--- src/rtl/shift_seq_pkg.sv ---
// Shared types and constants for the load/shift register sequencer.
package shift_seq_pkg;

    typedef enum logic [1:0] {
        IDLE,
        LOAD,
        SHIFTING,
        FINISH
    } seq_state_t;

    localparam int SEQ_WIDTH = 32;
    localparam int SEQ_CNT_W = 6;

endpackage

--- src/rtl/shift_seq_counter.sv ---
// Loadable down-counter: load values above MAX clamp to MAX, decrement stops at zero.
module shift_seq_counter
    import shift_seq_pkg::*;
#(
    parameter int CNT_W = SEQ_CNT_W,
    parameter int MAX   = SEQ_WIDTH
) (
    input  logic             clk,
    input  logic             srst,
    input  logic             load,
    input  logic [CNT_W-1:0] load_value,
    input  logic             dec,
    output logic [CNT_W-1:0] count,
    output logic             zero
);

    localparam logic [CNT_W-1:0] MAX_VALUE = CNT_W'(MAX);

    logic [CNT_W-1:0] count_reg;
    logic [CNT_W-1:0] count_next;

    always_comb begin
        count_next = count_reg;
        if (load) begin
            count_next = (load_value > MAX_VALUE) ? MAX_VALUE : load_value;
        end else if (dec && (count_reg != '0)) begin
            count_next = count_reg - CNT_W'(1);
        end
    end

    always_ff @(posedge clk) begin
        if (srst) begin
            count_reg <= '0;
        end else begin
            count_reg <= count_next;
        end
    end

    assign count = count_reg;
    assign zero  = (count_reg == '0);

endmodule

--- src/rtl/shift_load_sequencer.sv ---
// Loads a word into the downstream shift register, then shifts it left N times.
// Optional ABORT input enabled by defining SHIFT_SEQ_ABORT_EN.
module shift_load_sequencer
    import shift_seq_pkg::*;
#(
    parameter int WIDTH = SEQ_WIDTH,
    parameter int CNT_W = SEQ_CNT_W
) (
    input  logic             CLK,
    input  logic             RST,
    input  logic             IN_VALID,
    output logic             IN_READY,
    input  logic [WIDTH-1:0] IN_DATA,
    input  logic [CNT_W-1:0] IN_COUNT,
`ifdef SHIFT_SEQ_ABORT_EN
    input  logic             ABORT,
`endif
    output logic             SHIFT,
    output logic [WIDTH-1:0] REG_DATA,
    output logic             BUSY,
    output logic             DONE
);

    seq_state_t       state_reg;
    logic [WIDTH-1:0] mirror_reg;
    logic [WIDTH-1:0] mirror_shifted;
    logic             shift_reg;
    logic             busy_reg;
    logic             done_reg;

    logic             transfer;
    logic             abort_req;
    logic             last_shift;
    logic             cnt_dec;
    logic             cnt_zero;
    logic [CNT_W-1:0] cnt_value;

    assign IN_READY = (state_reg == IDLE) && !RST;
    assign transfer = IN_VALID && IN_READY;
    assign cnt_dec  = (state_reg == SHIFTING);

`ifdef SHIFT_SEQ_ABORT_EN
    assign abort_req = ABORT;
`else
    assign abort_req = 1'b0;
`endif

    // The counter never sits at zero while shifting, so 1 marks the final shift.
    assign last_shift = abort_req || (cnt_value == CNT_W'(1));

    assign mirror_shifted[0] = 1'b0;
    for (genvar gi = 1; gi < WIDTH; gi++) begin : g_shift
        assign mirror_shifted[gi] = mirror_reg[gi-1];
    end

    shift_seq_counter #(
        .CNT_W (CNT_W),
        .MAX   (WIDTH)
    ) u_counter (
        .clk        (CLK),
        .srst       (RST),
        .load       (transfer),
        .load_value (IN_COUNT),
        .dec        (cnt_dec),
        .count      (cnt_value),
        .zero       (cnt_zero)
    );

    always_ff @(posedge CLK) begin
        if (RST) begin
            state_reg  <= IDLE;
            mirror_reg <= '0;
            shift_reg  <= 1'b0;
            busy_reg   <= 1'b0;
            done_reg   <= 1'b0;
        end else begin
            done_reg <= 1'b0;
            case (state_reg)
                IDLE: begin
                    if (transfer) begin
                        mirror_reg <= IN_DATA;
                        state_reg  <= LOAD;
                        shift_reg  <= 1'b0;
                        busy_reg   <= 1'b1;
                    end
                end
                LOAD: begin
                    if (cnt_zero) begin
                        state_reg <= FINISH;
                        busy_reg  <= 1'b0;
                        done_reg  <= 1'b1;
                    end else begin
                        state_reg <= SHIFTING;
                        shift_reg <= 1'b1;
                    end
                end
                SHIFTING: begin
                    // Mirror tracks the register, which shifts on this same edge.
                    mirror_reg <= mirror_shifted;
                    if (last_shift) begin
                        state_reg <= FINISH;
                        shift_reg <= 1'b0;
                        busy_reg  <= 1'b0;
                        done_reg  <= 1'b1;
                    end
                end
                FINISH: begin
                    state_reg <= IDLE;
                end
                default: begin
                    state_reg <= IDLE;
                end
            endcase
        end
    end

    // REG_DATA is the mirror itself so the register reloads the result while idle.
    assign REG_DATA = mirror_reg;
    assign SHIFT    = shift_reg;
    assign BUSY     = busy_reg;
    assign DONE     = done_reg;

endmodule

--- config.mk ---
export PLATFORM = sky130hd
export DESIGN_NAME = shift_load_sequencer
export DESIGN_NICKNAME = d
export VERILOG_FILES = /design/src/rtl/shift_seq_pkg.sv /design/src/rtl/shift_seq_counter.sv /design/src/rtl/shift_load_sequencer.sv
export SDC_FILE = /design/constraint.sdc
export NUM_CORES = 1
export LEC_CHECK = 0
export BUFFER_PORTS_ARGS = -buffer_cell sky130_fd_sc_hd__buf_2
export CAP_MARGIN = 20
export CORE_ASPECT_RATIO = 1.75
export CORE_UTILIZATION = 45
export CTS_CLUSTER_SIZE = 25
export DETAILED_ROUTE_END_ITERATION = 6
export HOLD_SLACK_MARGIN = 0.12
export PLACE_DENSITY = 0.74
export SYNTH_ARGS = -nofsm -noshare
export SYNTH_HDL_FRONTEND = slang
export SYNTH_SLANG_ARGS = --single-unit
--- constraint.sdc ---
create_clock -name CLK -period 2.3 [get_ports CLK]
set_input_delay 0.115 -clock CLK [delete_from_list [all_inputs] [get_ports CLK]]
set_output_delay 0.115 -clock CLK [all_outputs]
set_load 0.05 [all_outputs]
==> results.md, run 1 <==
* Status: complete, no violations
* Synthesized net count at 270
* Clock Sink Count at 43
* Max Fanout on Critical Path at 62
* Ant diodes at 0
* Post-CTS Setup Bufs at 0
* Final setup TNS at 0 ns
* Sequential-to-total area share from yosys stat at 40.98%
* R2r worst-path depth at 8
* Max-Cap Viols at 0
* Yosys reg bits at 43
* Die extent in y at 92.39 um
* TritonCTS buffer count at 5
* First-pass GRT wire length at 7665 um
* Vias per inst at 5.397
* PortBufs at 76
* Worst EP arrival at 2.10 ns
* Die Wd at 53.65 um
* CP startpoint kind: register
* Pre-CTS setup slack at 0.4377 ns
* Fin crit period at 1.889 ns
* Placed Cells at 338
* Hold Path Depth at 3
* Vias at 1889
* Post-route ant nets at 0
* Max FFs per register at 32
* Overflow after GRT at 0
* Antenna violations before repair at 0
* Crit path cell chain: inv_1 -> ha_2 -> buf_12 -> inv_1 -> o21ai_4 -> buf_12 -> nor2_1 -> a211oi_1
* Clock power frac at between 10% and 20%
* Clk slew on worst S/H paths at 0.09 ns
* Sequential share of power at between 20% and 30%
* Period utilisation layout at 82.14%
* Detailed Route Iter0 Violations at 20
* DRC at 0
* Mapped Area at around 0.0021 mm2
* H-tree depth at 2
* DPL Wire Length at 3318 um
* Crit-path slowest cell: dfxtp_1
* Worst Hold Path EP: u_counter.count[5]
* Crit-path max cell delay at 0.32 ns
* Final std cells w/o fill at 350
* Drt wl/cell at 13.31 um
* Combinational power share at a little over half
* Reg-to-Reg End: REG_DATA[19]
* Unique masters post-synth at 36
* Kind of critical path: reg -> reg
* Area growth from synthesis to layout at 28.05%
* PnR worst setup slack at 0.4107 ns
* Required @ worst endpoint at 2.51 ns
* Mapped Cells at 224
* Die ar. at 0.004956 mm2
* Synthesis Warnings at 0
* CTS Hold Bufs at 3
* Peak VDD IR at 0.0007572 V
* Core area at 0.004444 mm2
* Fmax at 529.3 MHz
* Layout Skew at about 0.0081 ns
* Relative slew slack at a little over two thirds
* Reg2reg start: state_reg[0]
* Gpl congestion at 0.7865
* EDFF count, synth at 0
* RSZ-0062 raised after global routing: no
* Leakage at 1.108 nW
* CP endpoint kind: register
* Reg2Reg Setup Slack at 0.41 ns
* Clk_lat worst skew at approximately 0.30 ns
* # rows at 32
* Layout cells sized above 1 at 32.11%
* Net Sw Frac at 47.65%
* Pre-Repair DR Iteration Count at 4
* Post-CTS resize count at 0
* Routed wire length at 4658 um
* Int Pwr at slightly above 2 mW
* Worst-margin pin slew at 0.4347 ns
* Post-synth ARST share at 0%
* Initial Utilization at 47.27%
* Vias in the first global route at ~1800
* Slew Viols, Final at 0
* HP Start: IN_COUNT[5]
* Pwr Density at 1429 mW/mm2
* Clock root buffer: clkbuf_8
* NetSw at 1.832 mW
* Avg Synthesized Cell Area at between 9 and 10 um2
* Hold Path Class: in -> reg
* GRT Total Usage at 20.64%
* Final count of hold timing violations at 0
* # IOs at 77
* CTS tree: done
* Final net count at 344
* Setup violations, final at 0
* Primary FF master, synth: dfxtp_1
* Largest net degree at the start of global routing at 63
* Clock buffer depth at 2
## worst max path at each step
stage                             from                 end  slack, ns  cells after the start
after floorplan           state_reg[0]  u_counter.count[5]       0.62                      7
after CTS                 state_reg[0]        REG_DATA[23]       0.41                      8
final                     state_reg[0]        REG_DATA[19]       0.41                      8
after global routing      state_reg[0]        REG_DATA[24]       0.21                      8
after global placement    state_reg[0]        REG_DATA[13]       0.50                      8
after detailed placement  state_reg[0]        REG_DATA[19]       0.44                      8
## power by group through the flow
stage | Clock [mW] | Sequential [mW] | Combinational [mW]
floorplan | 0 | 1.73 | 1.08
global placement | 0 | 1.15 | 2.07
detailed placement | 0 | 1.15 | 2.09
CTS | 0.632 | 1.14 | 2.11
global route | 0.660 | 1.17 | 2.26
finish | 0.617 | 1.13 | 2.10
## final cells by class
| cell class | instances | area [um2] |
|---|---|---|
| fill | 432 | 1754 |
| multi-input combinational | 156 | 1146 |
| sequential | 43 | 860.8 |
| timing repair buffer | 83 | 467.9 |
| clock buffer | 6 | 82.58 |
| tap | 51 | 63.81 |
| clock inverter | 2 | 35.03 |
| inverter | 9 | 33.78 |
## cells in the mapped netlist, types with 3 or more instances
cell type   n  area (um2)
dfxtp_1    43       860.8
nor2_1     38       142.6
a211oi_1   34       255.2
mux2i_1    34       340.3
inv_1       9       33.78
a21oi_1     7       35.03
clkbuf_1    7       26.28
buf_2       5       25.02
ha_1        5       62.56
o21ai_0     4       20.02
buf_1       3       11.26
## cells by family (layout without fill, tap and decap cells)
| group | Yosys count | after routing | share of synthesized area (%) |
|---|---|---|---|
| AOI/OAI and AO/OA | 57 | 57 | 20.55 |
| xor gates and xnor gates | 2 | 2 | 0.8340 |
| adders and majority gates | 5 | 5 | 2.978 |
| buffers and inverters | 25 | 100 | 4.943 |
| DFF | 43 | 43 | 40.98 |
| muxes | 34 | 34 | 16.20 |
| and+or+nand+nor | 58 | 58 | 13.52 |
## critical path, delay by kind of cell, from the launching register on
| kind | cells | cell delay (ns) |
|---|---|---|
| fa+ha+maj | 1 | 0.23 |
| compound gates | 2 | 0.38 |
| simple gates | 1 | 0.07 |
| flops | 1 | 0.32 |
| buf+inv | 4 | 0.79 |
## through the flow
stage	hold slack [ns]	total power [mW]	area, um2	utilization (%)
2_1_floorplan	0.2669	2.804	2101	-
3_3_place_gp	0.3754	3.226	2532	56.98
3_5_place_dp	0.3720	3.247	2532	56.98
4_1_cts	0.1255	3.876	2680	60.30
5_1_grt	0.1344	4.091	2690	60.53
6_report	0.1269	3.845	2690	60.53
## per-layer routing
metal	routed length [um]	GRT usage (%)	vias to the layer above
met5	0	0	-
met4	83	8.772	0
met3	171	4.598	6
met2	2452	35.52	42
met1	1950	23.21	875
li1	-	-	966
## cell usage in the layout (no fill, tap or decap), types with 4 or more instances in the layout
cell / n
buf_2: 76
dfxtp_1: 43
nor2_1: 38
mux2i_1: 34
a211oi_1: 34
inv_1: 9
a21oi_1: 7
clkbuf_8: 6
o21ai_0: 4
ha_1: 4
dlygate4sd3_1: 4
Note: power is estimated with default switching activity, not from simulation.
==> inputs of run 2 (changes only) <==
Settings changed: ABC_AREA set to 1, CORE_UTILIZATION 45 to 44, PLACE_DENSITY 0.74 to 0.75.
Clock period 2.3 ns to 1.6 ns, I/O delays scaled along.
==> results.md, run 2 <==
* Hold Path Class: in -> reg (unchanged)
* H-tree depth at 2 (unchanged)
* Status: complete, no violations (unchanged)
* Required @ worst endpoint at 1.82 ns (was 2.51 ns)
* Worst EP arrival at 1.73 ns (was 2.10 ns)
* Slew Viols, Final at 0 (unchanged)
* Synthesis Warnings at 0 (unchanged)
* Unique masters post-synth at 28 (was 36)
* Setup violations, final at 0 (unchanged)
* Ant diodes at 0 (unchanged)
* Relative slew slack at 82.39% (was 70.80%)
* Die extent in y at 92.86 um (was 92.39 um)
* Crit-path max cell delay at 0.34 ns (was 0.32 ns)
* Post-DP Area at 0.002524 mm2 (was 0.002532 mm2)
* Synth area leaders: dfxtp_1 41%, nand2_1 14%, a31oi_1 9.3% (was dfxtp_1 41%, mux2i_1 16%, a211oi_1 12%)
* First-pass GRT wire length at 9873 um (was 7665 um)
* Vias at 2438 (was 1889)
* Fmax at 662.2 MHz (was 529.3 MHz)
* Final net count at 447 (was 344)
* Critical path buffers and inverters at 3 (was 4)
* # rows at 32 (unchanged)
* Clk_lat worst skew at 0.29 ns (was 0.30 ns)
* Initial Utilization at 46.29% (was 47.27%)
* Primary FF master, synth: dfxtp_1 (unchanged)
* Post-route ant nets at 0 (unchanged)
* Leakage at 1.422 nW (was 1.108 nW)
* Detailed Route Iter0 Violations at 61 (was 20)
* Mapped Cells at 288 (was 224)
* DRC at 0 (unchanged)
* Drt wl/cell at 13.63 um (was 13.31 um)
* # IOs at 77 (unchanged)
* Commonest non-fill, non-tap cell in the layout: nand2_1 (was buf_2)
* Post-synth ARST share at 0% (unchanged)
* Kind of cell adding the most delay to the critical path: flip-flops (was buffers and inverters)
* Synth cell count leaders: 79 x nand2_1, 43 x dfxtp_1, 36 x o21ai_0 (was 43 x dfxtp_1, 38 x nor2_1, 34 x a211oi_1, 34 x mux2i_1, 9 x inv_1)
* Yosys reg bits at 43 (unchanged)
* Most common cell in the netlist: nand2_1 (was dfxtp_1)
* Clock buffer depth at 2 (unchanged)
* Clk slew on worst S/H paths at 0.08 ns (was 0.09 ns)
* Layout cells sized above 1 at 27.18% (was 32.11%)
* GRT Total Usage at 26.41% (was 20.64%)
* Crit path cell chain: inv_1 -> ha_2 -> inv_2 -> nor2_4 -> nand2_4 -> nand2_8 -> buf_12 -> o21ai_0 -> a31oi_1 (was inv_1 -> ha_2 -> buf_12 -> inv_1 -> o21ai_4 -> buf_12 -> nor2_1 -> a211oi_1)
* Avg Synthesized Cell Area at 7.207 um2 (was 9.378 um2)
* Largest net degree at the start of global routing at 43 (was 63)
* Max FFs per register at 32 (unchanged)
* Peak VDD IR at 0.001265 V (was 0.0007572 V)
* Die Wd at 53.92 um (was 53.65 um)
* Period utilisation layout at 94.39% (was 82.14%)
* Fillers at 378 (was 432)
* Antenna violations before repair at 0 (unchanged)
* Fin crit period at 1.510 ns (was 1.889 ns)
* Worst-margin pin slew at 0.2660 ns (was 0.4347 ns)
* Synthesized net count at 334 (was 270)
* CTS tree: done (unchanged)
* Power Total at 5.936 mW (was 3.845 mW)
* Vias in the first global route at 2293 (was 1794)
* RSZ-0062 raised after global routing: yes (was no)
* PnR worst setup slack at 0.08983 ns (was 0.4107 ns)
* Final count of hold timing violations at 0 (unchanged)
* Pre-CTS setup slack at 0.03066 ns (was 0.4377 ns)
* Layout Skew at 0.01046 ns (was 0.008099 ns)
* TritonCTS buffer count at 5 (unchanged)
* Clock root buffer: clkbuf_8 (unchanged)
* DPL Wire Length at 3930 um (was 3318 um)
* EDFF count, synth at 0 (unchanged)
* Core area at 0.004484 mm2 (was 0.004444 mm2)
* Kind of critical path: reg -> reg (unchanged)
* CP startpoint kind: register (unchanged)
* Cell taking the most area after synthesis: dfxtp_1 (unchanged)
* Crit-path slowest cell: dfxtp_2 (was dfxtp_1)
* Most frequent cells in the layout: 79 x nand2_1, 76 x buf_2, 42 x dfxtp_1 (was 76 x buf_2, 43 x dfxtp_1, 38 x nor2_1)
* Gpl congestion at 0.8653 (was 0.7865)
* Post-synth top area share at 41.47% (was 40.98%)
* Max-Cap Viols at 0 (unchanged)
* Pre-Repair DR Iteration Count at 4 (unchanged)
* Max Fanout on Critical Path at 20 (was 62)
* Routed wire length at 6163 um (was 4658 um)
* CP endpoint kind: register (unchanged)
* Area growth from synthesis to layout at 45.45% (was 28.05%)
* Die ar. at 0.005007 mm2 (was 0.004956 mm2)
* Mapped Area at 0.002076 mm2 (was 0.002101 mm2)
* Final Util at 67.33% (was 60.53%)
* Fin area at 0.003019 mm2 (was 0.002690 mm2)
* Pwr Density at 1966 mW/mm2 (was 1429 mW/mm2)
* Overflow after GRT at 0 (unchanged)
* PortBufs at 76 (unchanged)
* Sequential-to-total area share from yosys stat at 41.47% (was 40.98%)
* Clock Sink Count at 43 (unchanged)
* Vias per inst at 5.394 (was 5.397)
run 2: metrics by stage:
stage	cells	TNS, ns	hold WS, ns
floorplan	288	0	0.1491
global placement	408	0	0.3459
global route	452	-0.002462	0.1489
detailed placement	408	0	0.3515
CTS	449	0	0.1417
finish	452	0	0.1341
run 2: layout make-up:
class / instances / area, um2 / area share [%]
timing repair buffer: 124 / 868.3 / 28.76
inverter: 16 / 60.06 / 1.989
clock inverter: 1 / 30.03 / 0.9946
tap: 51 / 63.81 / 2.114
clock buffer: 6 / 72.57 / 2.404
multi-input combinational: 211 / 1062 / 35.18
sequential: 43 / 862.1 / 28.55
run 2: worst reg2reg max path, stage by stage, from the launching register on:
cell	delay, ns
dfxtp_2	0.34
inv_1	0.08
ha_2	0.19
inv_2	0.06
nor2_4	0.11
nand2_4	0.12
nand2_8	0.10
buf_12	0.15
o21ai_0	0.09
a31oi_1	0.18
run 2: timing repair:
action / CTS / global route
endpoints found under the hold margin: 37 / 0
pin swaps: 0 / 1
endpoints found under the setup margin: 1 / 34
hold buffers: 34 / 0
setup buffers: 0 / 2
gates resized for setup: 1 / 5
gates cloned: 0 / 1
run 2: logic make-up (layout without fill, tap and decap cells):
family / Yosys count / in the layout / share of synthesized area, %
fa+ha+maj: 5 / 5 / 3.014
flops: 43 / 43 / 41.47
simple gates: 117 / 117 / 23.81
xor+xnor: 2 / 2 / 0.8440
buf+inv: 34 / 147 / 7.895
compound gates: 87 / 87 / 22.97
run 2: worst paths after layout:
| check | from | endpoint | slack, ns | cells after the start |
|---|---|---|---|---|
| worst max-delay path | state_reg[0] | REG_DATA[26] | 0.09 | 9 |
| worst min-delay path | IN_COUNT[0] | u_counter.count[0] | 0.13 | 3 |
| worst max register to register | state_reg[0] | REG_DATA[26] | 0.09 | 9 |
| worst min register to register | SHIFT | SHIFT | 0.47 | 2 |
run 2: routing by layer:
layer / up-vias / GRT usage (%) / routed length [um]
li1: 1198 / - / -
met1: 1140 / 29.11 / 2382
met2: 86 / 44.55 / 3313
met3: 14 / 5.255 / 320
met4: 0 / 14.69 / 147
met5: - / 0 / 0
run 2: power breakdown:
group	internal [mW]	total, mW	switching [mW]	leakage, nW
logic	0.997	3.34	2.34	1.02
clock network	0.458	0.819	0.362	0.0513
registers	1.47	1.78	0.310	0.354
total	2.93	5.94	3.01	1.42
